--- config.mk ---
export PLATFORM = sky130hd
export DESIGN_NAME = fb_access_scheduler
export DESIGN_NICKNAME = d
export VERILOG_FILES = /design/src/rtl/fb_access_scheduler.sv
export SDC_FILE = /design/constraint.sdc
export NUM_CORES = 1
export LEC_CHECK = 0
export BUFFER_PORTS_ARGS = -buffer_cell sky130_fd_sc_hd__buf_4
export CAP_MARGIN = 30
export CORE_ASPECT_RATIO = 0.5
export CORE_MARGIN = 10
export CORE_UTILIZATION = 43
export DETAILED_ROUTE_END_ITERATION = 6
export PLACE_DENSITY_LB_ADDON = 0.1
export SLEW_MARGIN = 0
export SYNTH_ARGS = -nofsm -noshare
export SYNTH_HDL_FRONTEND = slang
export SYNTH_SLANG_ARGS = --single-unit
--- constraint.sdc ---
create_clock -name clk -period 1.8 [get_ports clk]
set_input_delay 0.09 -clock clk [delete_from_list [all_inputs] [get_ports clk]]
set_output_delay 0.09 -clock clk [all_outputs]
set_load 0.02 [all_outputs]
--- src/rtl/fb_access_scheduler.sv ---
// fb_access_scheduler: arbitrates the single-port framebuffer RAM between
// display pixel fetches (absolute priority, fixed 3-cycle latency) and
// buffered writes from the drawing/host port.
// Optional feature macro: FB_WR_FIFO_EN -- when defined, writes are held in a
// FIFO_DEPTH-entry FIFO; when undefined, a write is only accepted in a cycle
// without a display request and goes to the RAM on the next cycle.
module fb_access_scheduler #(
    parameter int AW         = 19,
    parameter int DW         = 12,
    parameter int FB_WORDS   = 307200,
    parameter int FIFO_DEPTH = 4
) (
    input  logic          clk,
    input  logic          rst,
    input  logic          disp_req,
    input  logic [AW-1:0] disp_addr,
    output logic [DW-1:0] disp_data,
    output logic          disp_valid,
    input  logic          wr_valid,
    output logic          wr_ready,
    input  logic [AW-1:0] wr_addr,
    input  logic [DW-1:0] wr_data,
    output logic          wr_oob,
    output logic          mem_en,
    output logic          mem_we,
    output logic [AW-1:0] mem_addr,
    output logic [DW-1:0] mem_wdata,
    input  logic [DW-1:0] mem_rdata
);

    localparam logic [AW:0] FB_LIMIT = (AW+1)'(FB_WORDS);

    typedef enum logic [1:0] {
        S_IDLE = 2'd0,
        S_RD   = 2'd1,
        S_WR   = 2'd2
    } slot_e;

    // The FIFO pointers wrap by overflow, so the depth must be a power of two >= 2.
    if (FIFO_DEPTH < 2 || (FIFO_DEPTH & (FIFO_DEPTH - 1)) != 0) begin : g_fifo_depth_not_pow2
    end

    slot_e         state_q;
    logic [AW-1:0] mem_addr_q;
    logic [DW-1:0] mem_wdata_q;
    logic          wr_oob_q;
    logic          fetch_v1_q, fetch_hit1_q, fetch_v2_q, fetch_hit2_q;
    logic          disp_valid_q;
    logic [DW-1:0] disp_data_q;

    logic          rd_grant;
    logic          wr_in_range;
    logic          wr_accept;
    logic          wr_push;
    logic          wr_pending;
    logic [AW-1:0] head_addr;
    logic [DW-1:0] head_data;

    // Out-of-range fetches take no RAM slot; out-of-range writes are accepted then dropped.
    assign rd_grant    = disp_req && ({1'b0, disp_addr} < FB_LIMIT);
    assign wr_in_range = ({1'b0, wr_addr} < FB_LIMIT);
    assign wr_accept   = wr_valid && wr_ready;
    assign wr_push     = wr_accept && wr_in_range;

`ifdef FB_WR_FIFO_EN
    localparam int PW = $clog2(FIFO_DEPTH);

    logic [AW-1:0] fifo_addr_q [FIFO_DEPTH];
    logic [DW-1:0] fifo_data_q [FIFO_DEPTH];
    logic [PW-1:0] rd_ptr_q, wr_ptr_q;
    logic [PW:0]   count_q, count_d;
    logic          full_q;
    logic          fifo_empty, fifo_push, fifo_pop;

    // Head selection: an empty FIFO lets a newly accepted write bypass straight to the RAM slot.
    always_comb begin
        fifo_empty = (count_q == '0);
        wr_pending = !fifo_empty || wr_push;
        head_addr  = fifo_empty ? wr_addr : fifo_addr_q[rd_ptr_q];
        head_data  = fifo_empty ? wr_data : fifo_data_q[rd_ptr_q];
        fifo_pop   = !rd_grant && !fifo_empty;
        fifo_push  = wr_push && !(fifo_empty && !rd_grant);
        count_d    = count_q + (PW+1)'(fifo_push) - (PW+1)'(fifo_pop);
    end

    assign wr_ready = !full_q && !rst;

    // FIFO bookkeeping: pointers, occupancy and a registered full flag.
    always_ff @(posedge clk) begin
        if (rst) begin
            rd_ptr_q <= '0;
            wr_ptr_q <= '0;
            count_q  <= '0;
            full_q   <= 1'b0;
        end else begin
            if (fifo_push) wr_ptr_q <= wr_ptr_q + PW'(1);
            if (fifo_pop)  rd_ptr_q <= rd_ptr_q + PW'(1);
            count_q <= count_d;
            full_q  <= (count_d == (PW+1)'(FIFO_DEPTH));
        end
    end

    // FIFO storage; contents need no reset because occupancy guards every read.
    always_ff @(posedge clk) begin
        if (fifo_push) begin
            fifo_addr_q[wr_ptr_q] <= wr_addr;
            fifo_data_q[wr_ptr_q] <= wr_data;
        end
    end
`else
    // Unbuffered: a write is taken only when no fetch competes, so it always wins the next slot.
    assign wr_ready   = !disp_req && !rst;
    assign wr_pending = wr_push;
    assign head_addr  = wr_addr;
    assign head_data  = wr_data;
`endif

    // Slot FSM: fetch first, then a pending write, else idle with the bus holding its last values.
    always_ff @(posedge clk) begin
        if (rst) begin
            state_q     <= S_IDLE;
            mem_addr_q  <= '0;
            mem_wdata_q <= '0;
            wr_oob_q    <= 1'b0;
        end else begin
            wr_oob_q <= wr_accept && !wr_in_range;
            if (rd_grant) begin
                state_q    <= S_RD;
                mem_addr_q <= disp_addr;
            end else if (wr_pending) begin
                state_q     <= S_WR;
                mem_addr_q  <= head_addr;
                mem_wdata_q <= head_data;
            end else begin
                state_q <= S_IDLE;
            end
        end
    end

    // Fetch pipeline: request -> RAM slot -> RAM data -> registered pixel, out-of-range reads give 0.
    always_ff @(posedge clk) begin
        if (rst) begin
            fetch_v1_q   <= 1'b0;
            fetch_hit1_q <= 1'b0;
            fetch_v2_q   <= 1'b0;
            fetch_hit2_q <= 1'b0;
            disp_valid_q <= 1'b0;
            disp_data_q  <= '0;
        end else begin
            fetch_v1_q   <= disp_req;
            fetch_hit1_q <= rd_grant;
            fetch_v2_q   <= fetch_v1_q;
            fetch_hit2_q <= fetch_hit1_q;
            disp_valid_q <= fetch_v2_q;
            if (fetch_v2_q) disp_data_q <= fetch_hit2_q ? mem_rdata : '0;
        end
    end

    assign mem_en     = (state_q != S_IDLE);
    assign mem_we     = (state_q == S_WR);
    assign mem_addr   = mem_addr_q;
    assign mem_wdata  = mem_wdata_q;
    assign wr_oob     = wr_oob_q;
    assign disp_valid = disp_valid_q;
    assign disp_data  = disp_data_q;

endmodule
==> run metrics <==
status=finished, final reports clean; Top cell by count, worst path=buf_4; placed inst area=2910 um^2; Mapped Cells=232; P_leak=1.34 nW; Setup CP Type=input port to register; synth warn=0; Die ar.=8010 um^2; gpl congestion=0.685; Met2 Wirelength=2870 um; CTS tree=done; area fraction of the dominant cell type after synthesis=0.495; placed cell count=390; Setup TNS Final=0 ns; CP Capture Type=register; top routing layer in use=met4; Worst Hold Path Cells=3; r2r endpoint=disp_data[11]; DRC Markers=0; CP Buf/Inv Count=3; cts bufs inserted=5; CTS H-Tree Depth=2; HPWL after DPL=4650 um; Met1 Wirelength=2390 um; async set or reset register ratio after synthesis=0; post-synthesis cell type count=27; Area Overhead vs Synth=49.6%; Horiz. Die Dim=117 um; RSZ-0062 raised after global routing=no; Detailed Route WL=6060 um; layout cells sized above 1=0.408; Final min period=1.39 ns; mapped cell area=2020 um^2; worst hold endpoint=disp_data[10]; clk slew on worst S/H paths=0.09 ns; Max Clk Rate=720 MHz; Slew Limit Fails=0; crit path DAT=1.62 ns; #FFs+latches synth=50; post-synthesis area per instance=8.71 um^2; Synth Net Count=298; crit-path max cell delay=0.39 ns; Critical Path Start Type=input port; max_cap viols=0; clock root buffer=clkbuf_8; Die Height=68.5 um; commonest cells in the netlist=nand2_1, dfxtp_1, a21oi_1, nor2_1, nor2b_1; GR Overflow Total=0; first-pass GRT wire length=9330 um; Antenna Nets Post-Route=0; drt pass-1 iters=4; relative max-transition margin=0.620; final hold vios=0; post-layout power=2.37 mW; most common cell in the netlist=nand2_1; clock skew after layout=0.00291 ns; port bufs=113; Antenna Cells=0; Reg2Reg Setup Slack=0.78 ns; worst slew pin tran=0.570 ns; Avg WL per Cell=15.2 um; dominant cells by area after synthesis=dfxtp_1, nand2_1, a311oi_2, a21oi_1, nor2b_1; Final Cycle Share=0.772; vias per inst=5.03; Core Area=4470 um^2; hold path start=mem_rdata[10]; post-route cell area=3020 um^2; via count=2001; Setup Buffers After CTS=0; number of synthesized flops with an enable pin=0; VDD IR max=0.000431 V; clock sink total=50; Most used DFF post-synth=dfxtp_1; cell count of the worst reg-to-reg path=3; CP required=2.03 ns; number of global-route vias before repair=2002; # nets final=406; largest net degree at the start of global routing=54; worst-path fanout max=20; R2R Path Start=fetch_v2_q; crit-path cells=buf_4 > or3b_1 > a311o_1 > clkinv_2 > buf_4 > nand2_1 > a21oi_1; Site Rows=17; sequential-to-total area share from yosys stat=0.495; I/O pin cnt=114; GRT Resource Usage Total=0.147; Post-CTS Hold Buffers=0; antenna violations before repair=0; Post-CTS Resized=0; Worst-Skew Late Latency=0.30 ns; Final Setup Violations=0; worst min path class=input port to register; slowest cell on the critical path=or3b_1; clock tree buffer depth=2; Initial Util=0.452; critical path's top delay family=buffers and inverters; met3 WL=723 um; Initial DRC Count=108; Non-Filler Instances=398; cell taking the most area after synthesis=dfxtp_1; Pwr per Cell Area=785 nW/um^2
[where the power goes]
part           switching [mW]  internal, mW
sequential             0.0238          1.15
combinational           0.204         0.209
clock                   0.369         0.415
total                   0.596          1.78
[sequential cells by signal (all words and copies together), names as in the netlist]
name and count:
disp_valid 1, mem_wdata 12, mem_addr 19, state_q 2, disp_data 12, fetch_v2_q 1
fetch_hit2_q 1, fetch_v1_q 1, wr_oob 1
[metrics by stage]
stage               setup WS [ns]  hold slack, ns  utilization
floorplan                   0.352           0.218            -
global placement            0.179           0.316        0.652
detailed placement         0.0775           0.329        0.652
CTS                         0.402         0.00669        0.677
global route                0.290          0.0150        0.677
finish                      0.411          0.0125        0.677
[tightest hold or removal path, stage by stage]
cell     delay [ns]
buf_4          0.08
a21oi_1        0.05
nor2_1         0.07
[area by class of cell]
class                   count  area, um^2
fillers                   361        1440
flip-flops and latches     50        1000
multi-input cells         159         918
repair buffers            118         898
clock buffers               6        72.6
well taps                  57        71.3
clock inverters             2        37.5
inverters                   6        23.8
[cell usage in the layout (no fill, tap or decap), drive strengths merged, types with 4 or more instances in the layout]
cell / instances
dfxtp: 50
a311oi: 12
nand2: 52
clkbuf: 6
a21oi: 28
buf: 118
inv: 5
nor2: 26
o311ai: 5
nor2b: 17
nand4b: 4
[cell families (layout without fill, tap and decap cells)]
| kind of cell | Yosys count | count (layout) | synth area share |
|---|---|---|---|
| simple gates | 106 | 106 | 0.237 |
| compound gates | 53 | 53 | 0.213 |
| flops | 50 | 50 | 0.495 |
| buf+inv | 23 | 132 | 0.0551 |
[worst max path at each step]
stage / startpoint / end / slack, ns / cells past startpoint
detailed placement: disp_req / mem_wdata[7] / 0.08 / 7
CTS: disp_req / mem_wdata[7] / 0.40 / 7
global placement: disp_req / mem_wdata[1] / 0.18 / 7
floorplan: rst / mem_addr[10] / 0.35 / 7
finish: disp_req / mem_wdata[7] / 0.41 / 7
global route: disp_req / mem_wdata[7] / 0.29 / 7
[layer usage]
layer / GRT usage / vias up
met2: 0.248 / 79
li1: - / 1000
met4: 0.0489 / 0
met1: 0.157 / 910
met3: 0.0803 / 12
met5: 0 / -
Power figures use the tool's default switching activity.
